--- config.mk ---
export PLATFORM = sky130hd
export DESIGN_NAME = pixel_fetcher
export DESIGN_NICKNAME = d
export VERILOG_FILES = /design/src/rtl/pixel_fetcher.sv
export SDC_FILE = /design/constraint.sdc
export NUM_CORES = 1
export LEC_CHECK = 0
export CAP_MARGIN = 20
export CORE_ASPECT_RATIO = 1.75
export CORE_UTILIZATION = 56
export DETAILED_ROUTE_END_ITERATION = 8
export GPL_ROUTABILITY_DRIVEN = 0
export PLACE_DENSITY = 0.86
export RECOVER_POWER = 50
export SYNTH_ARGS = -nofsm -noshare
export SYNTH_HDL_FRONTEND = slang
export SYNTH_SLANG_ARGS = --single-unit
export TNS_END_PERCENT = 50
--- constraint.sdc ---
create_clock -name clock -period 5.9 [get_ports clock]
set_input_delay 1.18 -clock clock [delete_from_list [all_inputs] [get_ports clock]]
set_output_delay 1.18 -clock clock [all_outputs]
set_load 0.01 [all_outputs]
--- src/rtl/pixel_fetcher.sv ---
// Pixel fetcher: after a start edge, reads the pixel words from the register file and streams
// them one pixel at a time, LSB pixel first. Define PIXEL_FETCHER_PREFETCH_EN to add a spare word buffer.
module pixel_fetcher #(
    parameter int Amba_Word       = 24,
    parameter int Amba_Addr_Depth = 13,
    parameter int Pixel_Width     = 8,
    parameter int Base_Addr       = 1,
    parameter int Num_Words       = 4096
) (
    input  logic                     clock,
    input  logic                     reset,
    input  logic [Amba_Word-1:0]     Start_work_reg,
    output logic [1:0]               control,
    output logic [Amba_Addr_Depth:0] address,
    input  logic [Amba_Word-1:0]     ReadData,
    output logic [Pixel_Width-1:0]   pix_data,
    output logic                     pix_valid,
    input  logic                     pix_ready,
    output logic                     pix_last,
    output logic                     busy,
    output logic                     done
);

    // state   | meaning
    // IDLE    | waiting for a rising edge of the start flag
    // REQ     | read command on control/address for one cycle
    // CAPTURE | read data arrives; latched into the unpack register
    // DRAIN   | presenting pixels of the current word
    // DONE    | one-cycle done pulse, then back to IDLE
    typedef enum logic [2:0] {IDLE, REQ, CAPTURE, DRAIN, DONE} state_t;

    localparam int PPW = Amba_Word / Pixel_Width;
    localparam int AW  = Amba_Addr_Depth + 1;
    localparam int IW  = (PPW > 1) ? $clog2(PPW) : 1;

    localparam logic [AW-1:0] BASE      = AW'(Base_Addr);
    localparam logic [AW-1:0] LAST_WORD = AW'(Num_Words - 1);
    localparam logic [AW-1:0] ONE       = AW'(1);
    localparam logic [IW-1:0] LAST_PIX  = IW'(PPW - 1);
    localparam logic [IW-1:0] ONE_IX    = IW'(1);
    localparam logic [1:0]    CMD_READ  = 2'b10;
    localparam logic [1:0]    CMD_IDLE  = 2'b00;

    state_t                state;
    logic                  start_prev;
    logic [AW-1:0]         word_idx;
    logic [IW-1:0]         pix_idx;
    logic [Amba_Word-1:0]  word_buf;
    logic                  start_edge;
    logic                  abort;
    logic                  xfer;
    logic                  unused_start_bits;

    assign start_edge        = Start_work_reg[0] & ~start_prev;
    assign abort             = ~Start_work_reg[0] & (state != IDLE) & (state != DONE);
    assign xfer              = pix_valid & pix_ready;
    assign unused_start_bits = ^Start_work_reg[Amba_Word-1:1];

    function automatic logic [Pixel_Width-1:0] pick(input logic [Amba_Word-1:0] w,
                                                    input logic [IW-1:0] i);
        logic [Amba_Word-1:0] sh;
        sh = w >> (int'(i) * Pixel_Width);
        return sh[Pixel_Width-1:0];
    endfunction

`ifdef PIXEL_FETCHER_PREFETCH_EN
    logic [Amba_Word-1:0] spare;
    logic                 spare_valid;
    logic                 cap_pend;
    logic [Amba_Word-1:0] next_word;

    // A prefetch whose data lands in the same cycle as the swap is taken straight from ReadData.
    always_comb begin
        next_word = ReadData;
        if (spare_valid) next_word = spare;
    end
`endif

    always_ff @(posedge clock or negedge reset) begin
        if (!reset) begin
            state       <= IDLE;
            start_prev  <= 1'b0;
            word_idx    <= '0;
            pix_idx     <= '0;
            word_buf    <= '0;
            control     <= CMD_IDLE;
            address     <= '0;
            pix_data    <= '0;
            pix_valid   <= 1'b0;
            pix_last    <= 1'b0;
            busy        <= 1'b0;
            done        <= 1'b0;
`ifdef PIXEL_FETCHER_PREFETCH_EN
            spare       <= '0;
            spare_valid <= 1'b0;
            cap_pend    <= 1'b0;
`endif
        end else begin
            start_prev <= Start_work_reg[0];
            if (abort) begin
                state     <= IDLE;
                control   <= CMD_IDLE;
                address   <= '0;
                pix_valid <= 1'b0;
                pix_last  <= 1'b0;
                busy      <= 1'b0;
                done      <= 1'b0;
`ifdef PIXEL_FETCHER_PREFETCH_EN
                spare_valid <= 1'b0;
                cap_pend    <= 1'b0;
`endif
            end else begin
                case (state)
                    IDLE: begin
                        done <= 1'b0;
                        if (start_edge) begin
                            state    <= REQ;
                            busy     <= 1'b1;
                            word_idx <= '0;
                            control  <= CMD_READ;
                            address  <= BASE;
                        end
                    end
                    REQ: begin
                        control <= CMD_IDLE;
                        state   <= CAPTURE;
                    end
                    CAPTURE: begin
                        word_buf  <= ReadData;
                        pix_idx   <= '0;
                        pix_data  <= pick(ReadData, '0);
                        pix_valid <= 1'b1;
                        pix_last  <= (word_idx == LAST_WORD) && (PPW == 1);
                        state     <= DRAIN;
`ifdef PIXEL_FETCHER_PREFETCH_EN
                        spare_valid <= 1'b0;
                        cap_pend    <= 1'b0;
                        if (word_idx != LAST_WORD) begin
                            control <= CMD_READ;
                            address <= BASE + word_idx + ONE;
                        end
`endif
                    end
                    DRAIN: begin
`ifdef PIXEL_FETCHER_PREFETCH_EN
                        control  <= CMD_IDLE;
                        cap_pend <= (control == CMD_READ);
                        if (cap_pend) begin
                            spare       <= ReadData;
                            spare_valid <= 1'b1;
                        end
`endif
                        if (xfer) begin
                            if (pix_idx != LAST_PIX) begin
                                pix_idx  <= pix_idx + ONE_IX;
                                pix_data <= pick(word_buf, pix_idx + ONE_IX);
                                pix_last <= (word_idx == LAST_WORD) && (pix_idx + ONE_IX == LAST_PIX);
                            end else if (word_idx == LAST_WORD) begin
                                state     <= DONE;
                                pix_valid <= 1'b0;
                                pix_last  <= 1'b0;
                                busy      <= 1'b0;
                                done      <= 1'b1;
                            end else begin
`ifdef PIXEL_FETCHER_PREFETCH_EN
                                if (spare_valid || cap_pend) begin
                                    word_buf    <= next_word;
                                    word_idx    <= word_idx + ONE;
                                    pix_idx     <= '0;
                                    pix_data    <= pick(next_word, '0);
                                    pix_last    <= (word_idx + ONE == LAST_WORD) && (PPW == 1);
                                    spare_valid <= 1'b0;
                                    cap_pend    <= 1'b0;
                                    if (word_idx + ONE != LAST_WORD) begin
                                        control <= CMD_READ;
                                        address <= BASE + word_idx + ONE + ONE;
                                    end
                                end else if (control == CMD_READ) begin
                                    state     <= CAPTURE;
                                    word_idx  <= word_idx + ONE;
                                    pix_valid <= 1'b0;
                                    pix_last  <= 1'b0;
                                    cap_pend  <= 1'b0;
                                end else begin
                                    state     <= REQ;
                                    word_idx  <= word_idx + ONE;
                                    control   <= CMD_READ;
                                    address   <= BASE + word_idx + ONE;
                                    pix_valid <= 1'b0;
                                    pix_last  <= 1'b0;
                                end
`else
                                state     <= REQ;
                                word_idx  <= word_idx + ONE;
                                control   <= CMD_READ;
                                address   <= BASE + word_idx + ONE;
                                pix_valid <= 1'b0;
                                pix_last  <= 1'b0;
`endif
                            end
                        end
                    end
                    DONE: begin
                        done  <= 1'b0;
                        state <= IDLE;
                    end
                    default: state <= IDLE;
                endcase
            end
        end
    end

endmodule

==> out/summary.txt, run 1 <==
Post-CTS Resized: 0
critical path required time: 6.12 ns
Hold Vio Cnt, Final: 0
final clock skew: 0.00603 ns
DP Cell Count: 468
CTS buffer count: 9
MaxCap Viol Count: 0
PwrDens: 293 nW/um^2
pin slew with the least headroom to its limit: 1.02 ns
Hold-fix buffers, CTS: 0
routed len/inst: 18.0 um
slew margin rel.: 32.0%
FMAX: 0.294 GHz
Routed WL: 8690 um
layout cells sized above 1: 16.3%
Fin Hold WS: 0.478 ns
Synth async-reset ratio: 100%
Rows: 39
post-CTS setup buffers: 0
Worst VDD drop: 279 uV
Max Buffers Root-to-Sink: 2
sequential fraction of the synthesis area: 46.2%
Worst-Skew Late Latency: 0.34 ns
Design Power: 1.35 mW
largest net degree at the start of global routing: 72
Overflow after GRT: 0
CTS tree: yes
Cell Count, Final, Fillers Out: 482
DP Area: 4330 sq um
Critical Path AT: 3.63 ns
vias in the first global route: 3098
Synth Cell Area: 3850 sq um
unrepaired setup endpoints after global routing: false
die area: 7220 sq um
Max Fanout on Critical Path: 13
fin crit period: 3.41 ns
EDFF count, synth: 0
Root Buffer: clkbuf_16
critical path class: primary input to flop
Port-buffer cells: 54
Syn. warnings: 0
Post-Syn Nets: 414
post-route cell area: 4610 sq um
Tot GR Track Use: 27.1%
status: completed
Layout Nets: 453
first-pass GRT wire length: 14600 um
ant diodes: 0
Detail Route Antenna Nets: 0
Critical Path Start Type: primary input
Final Setup Violations: 0
post-DP HPWL: 6040 um
Slew Limit Fails: 0
#FFs+latches synth: 71
leakage power: 1.94 nW
average cell area after synthesis: 10.7 sq um
area delta synth->final: 19.7%
Hold/Removal Path Class: flop to flop
period utilization: 57.7%
initial DRC count: 251
CP Capture Type: flop
drt first pass iters: 4
routed via count: 3036
die width: 64.6 um
Synth cell types: 64
top_reg_cell synth: dfrtp_1
core footprint: 6590 sq um
initial antenna violation count: 0
H-tree depth: 3
DR DRC count: 0
CTS sink cnt: 71
die height: 112 um
Clk pin slew, worst setup/hold paths: 0.06 ns
IO Pins: 79
Post-Synthesis Cells: 358
Initial Util: 58.4%
setup_tns: 0 ns
Vias/cell: 6.30
-- sequential cells by signal (all words and copies together), names as in the netlist --
register,cells
pix_last,1
address,14
busy,1
pix_idx,2
word_idx,14
state,3
pix_valid,1
done,1
control,1
pix_data,8
word_buf,24
start_prev,1
-- power breakdown --
group | leakage [nW] | switching (mW) | internal (mW)
clock network | 0.129 | 0.195 | 0.301
logic | 0.890 | 0.107 | 0.132
registers | 0.916 | 0.0479 | 0.564
total | 1.94 | 0.351 | 0.998
-- metrics by stage --
stage / setup slack (ns) / util (%)
2_1_floorplan: 3.37 / -
3_3_place_gp: 2.29 / 65.4
3_5_place_dp: 2.24 / 65.8
4_1_cts: 2.60 / 69.9
5_1_grt: 2.32 / 69.9
6_report: 2.49 / 69.9
-- metal layers --
layer | track usage [%] | vias to the layer above | part of all wire (%) | routed length (um)
met5 | 0 | - | 0 | 0
met4 | 16.4 | 0 | 3.5 | 306
met3 | 6.97 | 24 | 4.1 | 357
met2 | 46.1 | 104 | 55 | 4810
met1 | 29.4 | 1497 | 37 | 3210
li1 | - | 1411 | - | -
-- kinds of logic after synthesis --
logic type / Yosys count / synth area share [%]
AND/OR/NAND/NOR: 100 / 14.4
AO/OA/AOI/OAI: 97 / 18.7
flip-flops: 71 / 46.2
buffers and inverters: 35 / 5.69
multiplexers: 33 / 9.63
XOR/XNOR: 16 / 3.64
adder cells (fa/ha/maj): 5 / 1.63
other: 1 / 0.0975
-- final timing paths --
kind,start,endpoint,slack [ns],cells past startpoint
worst min-delay path,control[1],control[1],0.48,2
max in group asynchronous,reset,address[9],4.27,2
worst min register to register,control[1],control[1],0.48,2
worst max register to register,word_idx[0],address[0],2.83,6
worst max-delay path,Start_work_reg[0],word_idx[7],2.49,6
min in group asynchronous,reset,address[3],1.04,2
-- critical path: stages --
cell and delay [ns]:
dlygate4sd3_1 0.79, nand2b_1 0.13, o22a_1 0.21, o22ai_1 0.30
nand4_1 0.55, o41ai_1 0.48
-- Yosys cell counts, drive strengths merged, types with 5 or more instances --
library cell	n	area (sq um)
o41ai	6	52.6
xor2	7	61.3
xnor2	9	78.8
nand4	6	52.6
nor3	5	25.0
mux2	32	360
nand2b	6	37.5
dfrtp	71	1780
a221oi	7	61.3
ha	5	62.6
a21oi	7	35.0
nand2	24	90.1
and4	6	58.8
clkbuf	14	63.8
o31ai	23	173
a22o	7	61.3
nor2	27	101
o21ai	21	105
inv	6	22.5
nand3	5	30.0
buf	15	133
-- layout by cell type, fill, tap and decap left out, types with 3 or more instances in the layout --
master           instances
nand2_1                 24
mux2_2                  32
nor2_1                  26
nand2b_1                 6
clkdlybuf4s50_1         43
dlygate4sd3_1           10
o41ai_1                  6
nand3_1                  4
a32o_1                   3
xor2_1                   7
o2bb2ai_1                3
ha_1                     5
nor3_1                   5
a22o_1                   7
o31ai_1                 23
xnor2_1                  9
dfrtp_1                 71
nand4_1                  5
a21boi_0                 4
clkbuf_16                9
and4_1                   3
inv_1                    6
a21oi_1                  7
o21ai_0                 21
a221oi_1                 7
-- cell type report --
class | instances | area [sq um]
clock buffers | 11 | 253
clock inverters | 3 | 20.0
fillers | 515 | 1980
inverters | 6 | 22.5
multi-input cells | 252 | 1850
flip-flops and latches | 71 | 1780
well taps | 82 | 103
repair buffers | 57 | 578
Power figures use the tool's default switching activity.
==> run 2: changes to the inputs <==
--- a/config.mk
+++ b/config.mk
@@ -7,10 +7,10 @@
 export LEC_CHECK = 0
 export CAP_MARGIN = 20
 export CORE_ASPECT_RATIO = 1.75
-export CORE_UTILIZATION = 56
+export CORE_UTILIZATION = 47
 export DETAILED_ROUTE_END_ITERATION = 8
 export GPL_ROUTABILITY_DRIVEN = 0
-export PLACE_DENSITY = 0.86
+export PLACE_DENSITY = 0.77
 export RECOVER_POWER = 50
 export SYNTH_ARGS = -nofsm -noshare
 export SYNTH_HDL_FRONTEND = slang
==> constraint.sdc (replaced) <==
create_clock -name clock -period 3 [get_ports clock]
set_input_delay 0.6 -clock clock [delete_from_list [all_inputs] [get_ports clock]]
set_output_delay 0.6 -clock clock [all_outputs]
set_load 0.01 [all_outputs]
==> out/summary.txt, run 2 (synthesis gave the netlist of run 1 again) <==
Final Setup Violations: 0 (unchanged)
Initial Util: 48.6% (-9.8 points)
die height: 122 um (+9.0%)
worst hold path cell count: 1 (-1)
worst reg2reg path endpoint: address[12]
Vias/cell: 6.03 (-4.3%)
Critical Path Start Type: flop
Root Buffer: clkbuf_16
Tot GR Track Use: 23.2% (-3.9 points)
Clock Power Share: 38.3% (+1.5 points)
Hold/Removal Path Class: flop to flop
setup slack, reg-to-reg: 0.43 ns (-2.40 ns)
Hold Startpoint: address[8]
Layout Nets: 463 (+2.2%)
die area: 8560 sq um (+19%)
largest net degree at the start of global routing: 72 (unchanged)
commonest non-fill, non-tap cells in the layout: 71 x dfrtp_1, 42 x clkdlybuf4s50_1, 32 x mux2_2
drt first pass iters: 4 (unchanged)
Hold Vio Cnt, Final: 0 (unchanged)
DR DRC count: 0 (unchanged)
unrepaired setup endpoints after global routing: false
die width: 70.4 um (+8.9%)
core footprint: 7910 sq um (+20%)
MaxCap Viol Count: 1 (+1)
initial antenna violation count: 0 (unchanged)
DP Area: 4400 sq um (+1.5%)
Overflow after GRT: 0 (unchanged)
Post-CTS Resized: 0 (unchanged)
status: finished with violations
FMAX: 0.389 GHz
vias in the first global route: 3122 (+0.77%)
biggest regs: word_buf x24, address x14, word_idx x14
Port-buffer cells: 54 (unchanged)
pin slew with the least headroom to its limit: 1.72 ns (+0.699 ns)
post-DP HPWL: 6100 um (+1.0%)
CP max-delay cell: or4_1
sequential power share: 44.0% (-1.4 points)
Largest Register: word_buf
Hold Path End: address[8]
first-pass GRT wire length: 15300 um (+4.3%)
CTS tree: yes
Net Sw Frac: 25.5% (-0.48 points)
routed len/inst: 17.7 um (-1.8%)
period utilization: 85.7%
Rows: 43 (+10%)
RR Startpoint: word_idx[0]
Logic pwr share: 17.7% (about the same)
crit-path cells: ha_1 -> nand3_1 -> nor3_1 -> o2111ai_2 -> or4_1 -> a32o_1
area occupied by multi-input gates: 1850 sq um (unchanged)
# fillers: 663 (+29%)
PwrDens: 584 nW/um^2 (+99%)
slew margin rel.: -14.5% (-46 points)
routed via count: 3027 (-0.30%)
CP Capture Type: flop
failing checks: max-capacitance violations, max-slew violations
commonest non-fill, non-tap cell in the layout: dfrtp_1
Hold-fix buffers, CTS: 0 (unchanged)
flip-flop and latch area: 1780 sq um (unchanged)
delay-heaviest family, CP: simple AND/OR/NAND/NOR gates
layout cells sized above 1: 18.0% (+1.7 points)
post-route cell area: 4680 sq um (+1.7%)
worst r2r path cells: 6 (unchanged)
CTS buffer count: 9 (unchanged)
Max Buffers Root-to-Sink: 2 (unchanged)
initial DRC count: 257 (+2.4%)
Critical Path AT: 2.79 ns (-0.84 ns)
Worst-Skew Late Latency: 0.34 ns (about the same)
H-tree depth: 3 (unchanged)
Cell Int Power: 2.04 mW (+100%)
Routed WL: 8880 um (+2.3%)
max reg flops: 24 (unchanged)
ant diodes: 0 (unchanged)
leakage power: 1.99 nW (+3.0%)
IO Pins: 79 (unchanged)
critical path class: flop to flop
Worst path max stage delay: 0.54 ns (-0.25 ns)
post-CTS setup buffers: 0 (unchanged)
Final Util: 59.2% (-11 points)
final clock skew: 0.00404 ns (-0.00199 ns)
Detail Route Antenna Nets: 0 (unchanged)
area delta synth->final: 21.8%
CTS sink cnt: 71 (unchanged)
fin crit period: 2.57 ns
Max Fanout on Critical Path: 9 (-4)
Slew Limit Fails: 72 (+72)
CP Buf/Inv Count: 0 (-1)
setup_tns: 0 ns (unchanged)
Worst VDD drop: 425 uV (+52%)
Clk pin slew, worst setup/hold paths: 0.05 ns (about the same)
critical path required time: 3.22 ns (-2.90 ns)
Net Sw Power: 0.699 mW (+99%)
## run 2: how the worst max path moves through the flow
stage	start	slack [ns]	endpoint	depth (start not counted)
final	word_idx[0]	0.43	address[12]	6
after global routing	word_idx[0]	0.24	address[12]	6
after CTS	word_idx[0]	0.46	address[12]	6
after detailed placement	pix_ready	0.36	address[1]	7
after global placement	pix_ready	0.43	address[4]	7
after floorplan	word_idx[0]	0.72	address[13]	8
## run 2: final cells by class
cell class / count / share of cell area (%)
Tap cell: 90 / 2.40
Inverter: 6 / 0.481
Sequential cell: 71 / 37.9
Clock inverter: 4 / 0.962
Multi-Input combinational cell: 252 / 39.6
Timing Repair Buffer: 67 / 13.4
Clock buffer: 12 / 5.26
## run 2: worst register-to-register path, cell delays in order, from the launching register on
cell       delay, ns
dfrtp_1         0.40
ha_1            0.36
nand3_1         0.23
nor3_1          0.37
o2111ai_2       0.29
or4_1           0.54
a32o_1          0.26
## run 2: power groups by stage
stage / clock (mW) / combinational (mW) / sequential, mW
after detailed placement: 0 / 0.490 / 1.21
after global placement: 0 / 0.475 / 1.20
final: 1.05 / 0.485 / 1.20
after CTS: 1.07 / 0.493 / 1.20
after floorplan: 0 / 0.262 / 1.21
after global routing: 1.11 / 0.529 / 1.22
## run 2: per-stage QoR
step	hold slack [ns]	std cells	worst slack, ns	power [mW]
3_5_place_dp	0.465	486	0.359	1.70
4_1_cts	0.486	502	0.455	2.76
2_1_floorplan	0.304	358	0.722	1.47
3_3_place_gp	0.461	486	0.431	1.68
5_1_grt	0.495	502	0.240	2.86
6_report	0.481	502	0.430	2.74
## run 2: routing by layer
layer / wire length, um / vias up / track usage, %
met5: 0 / - / 0
li1: - / 1424 / -
met1: 3330 / 1505 / 26.0
met2: 4940 / 80 / 41.0
met4: 224 / 0 / 11.8
met3: 384 / 18 / 4.80
==> run 3: changes to the inputs <==
--- a/config.mk
+++ b/config.mk
@@ -5,12 +5,11 @@
 export SDC_FILE = /design/constraint.sdc
 export NUM_CORES = 1
 export LEC_CHECK = 0
-export CAP_MARGIN = 20
 export CORE_ASPECT_RATIO = 1.75
 export CORE_UTILIZATION = 47
 export DETAILED_ROUTE_END_ITERATION = 8
 export GPL_ROUTABILITY_DRIVEN = 0
-export PLACE_DENSITY = 0.77
+export PLACE_DENSITY = 0.88
 export RECOVER_POWER = 50
 export SYNTH_ARGS = -nofsm -noshare
 export SYNTH_HDL_FRONTEND = slang
==> out/summary.txt, run 3 (synthesis gave the netlist of run 1 again) <==
Layout Nets: 464 (+0.22%)
Worst VDD drop: 417 uV (-2.0%)
largest net degree at the start of global routing: 37 (-49%)
first-pass GRT wire length: 15400 um (+0.90%)
Clk pin slew, worst setup/hold paths: 0.06 ns (about the same)
Post-Route M1 WL: 3360 um (+0.87%)
initial antenna violation count: 0 (unchanged)
Detail Route Antenna Nets: 0 (unchanged)
setup_tns: 0 ns (unchanged)
Worst path max stage delay: 0.59 ns (+0.05 ns)
post-DP HPWL: 6390 um (+4.6%)
Hold Vio Cnt, Final: 0 (unchanged)
CTS buffer count: 9 (unchanged)
# fillers: 645 (-2.7%)
Critical Path Start Type: flop
initial DRC count: 347 (+35%)
commonest non-fill, non-tap cell in the layout: dfrtp_1
FMAX: 0.359 GHz (-7.7%)
unrepaired setup endpoints after global routing: false
MaxCap Viol Count: 1 (unchanged)
PwrDens: 572 nW/um^2 (-2.1%)
drt first pass iters: 6 (+2)
flip-flop and latch area: 1780 sq um (unchanged)
slew margin rel.: -30.5% (-16 points)
period utilization: 92.8% (+7.2 points)
final clock skew: 0.00545 ns (+0.00141 ns)
CP max-delay cell: dfrtp_1
ant diodes: 0 (unchanged)
pin slew with the least headroom to its limit: 1.96 ns (+0.241 ns)
layout cells sized above 1: 18.4% (+0.44 points)
Max Fanout on Critical Path: 12 (+3)
routed len/inst: 18.2 um (+2.7%)
wire length on met2: 4990 um (+0.93%)
critical path class: flop to flop
crit-path cells: ha_1 -> xnor2_1 -> nor3b_1 -> o2111ai_2 -> or4_1 -> a32o_1
Routed WL: 9140 um (+2.9%)
Worst-Skew Late Latency: 0.33 ns (about the same)
Fin Hold WS: 0.477 ns (-0.00330 ns)
die width: 70.4 um (unchanged)
Vias/cell: 6.27 (+4.0%)
Critical Path AT: 3.00 ns (+0.21 ns)
H-tree depth: 3 (unchanged)
failing checks: max-capacitance violations, max-slew violations
CTS tree: yes
IO Pins: 79 (unchanged)
area delta synth->final: 22.2%
status: finished with violations
fin worst setup slack: 0.215 ns (-0.215 ns)
core footprint: 7910 sq um (unchanged)
area occupied by multi-input gates: 1860 sq um (+0.27%)
routed via count: 3153 (+4.2%)
Port-buffer cells: 54 (unchanged)
Initial Util: 48.6% (unchanged)
uppermost layer routed: met4
biggest regs: word_buf x24, address x14, word_idx x14
Root Buffer: clkbuf_16
Hold/Removal Path Class: flop to flop
vias in the first global route: 3313 (+6.1%)
Overflow after GRT: 0 (unchanged)
leakage power: 1.98 nW (-0.69%)
Max Buffers Root-to-Sink: 2 (unchanged)
Slew Limit Fails: 36 (-50%)
commonest non-fill, non-tap cells in the layout: 71 x dfrtp_1, 43 x clkdlybuf4s50_1, 32 x mux2_2
critical path required time: 3.22 ns (about the same)
Largest Register: word_buf
die area: 8560 sq um (unchanged)
Tot GR Track Use: 22.8% (-0.37 points)
die height: 122 um (unchanged)
fin crit period: 2.79 ns (+0.215 ns)
Hold-fix buffers, CTS: 0 (unchanged)
Rows: 43 (unchanged)
dpl ws: 0.276 ns (-0.0831 ns)
DR DRC count: 0 (unchanged)
CTS sink cnt: 71 (unchanged)
max reg flops: 24 (unchanged)
met3 WL: 524 um (+36%)
CP Capture Type: flop
Final Setup Violations: 0 (unchanged)
==> run 3: changes by cell type in the layout (fill, tap and decap cells not counted), sizes merged <==
cell           change
bufinv             -1
clkbuf             -1
clkdlybuf4s50      +1
clkinv             -1
clkinvlp           +3
dlygate4sd3        -1
inv                +1
==> run 3: where the power goes <==
group	switching, mW	internal [mW]
logic	0.221	0.269
clock network	0.415	0.584
registers	0.0908	1.11
==> run 3: layout make-up <==
type / instances / share of cell area [%]
well taps: 90 / 2.40
repair buffers: 68 / 13.7
inverters: 6 / 0.479
clock inverters: 6 / 0.959
multi-input cells: 252 / 39.5
clock buffers: 10 / 5.09
flip-flops and latches: 71 / 37.8
==> run 3: what timing repair did <==
action	4_1_cts	5_1_grt
setup endpoints to repair	0	1
buffers inserted	0	0
resized for setup	0	1
==> run 3: metrics by stage <==
| step | utilization, % | instance area, sq um | std cells | power, mW |
|---|---|---|---|---|
| 3_5_place_dp | 55.9 | 4420 | 487 | 1.71 |
| 3_3_place_gp | 55.9 | 4420 | 487 | 1.68 |
| 4_1_cts | 59.5 | 4700 | 503 | 2.71 |
| 6_report | 59.4 | 4700 | 503 | 2.69 |
| 2_1_floorplan | - | 3850 | 358 | 1.47 |
| 5_1_grt | 59.4 | 4700 | 503 | 2.80 |
==> run 3: critical path, delay by kind of cell (launching register included) <==
family	cells	cell delay (ns)
simple gates	2	0.92
flops	1	0.59
compound gates	2	0.57
fa+ha+maj	1	0.45
xor+xnor	1	0.15
==> run 3: worst paths after layout <==
path,slack (ns),to,depth (start not counted),start
max,0.21,address[12],6,word_idx[0]
min,0.48,address[8],1,address[8]
max reg2reg,0.21,address[12],6,word_idx[0]
min reg2reg,0.48,address[8],1,address[8]
max in group asynchronous,1.05,word_buf[7],1,reset
min in group asynchronous,0.82,word_buf[20],1,reset
==> run 3: per-layer routing <==
| layer | vias up | GRT usage [%] |
|---|---|---|
| met2 | 134 | 42.9 |
| met4 | 0 | 12.1 |
| met3 | 23 | 3.80 |
| li1 | 1428 | - |
| met1 | 1568 | 23.7 |
| met5 | - | 0 |
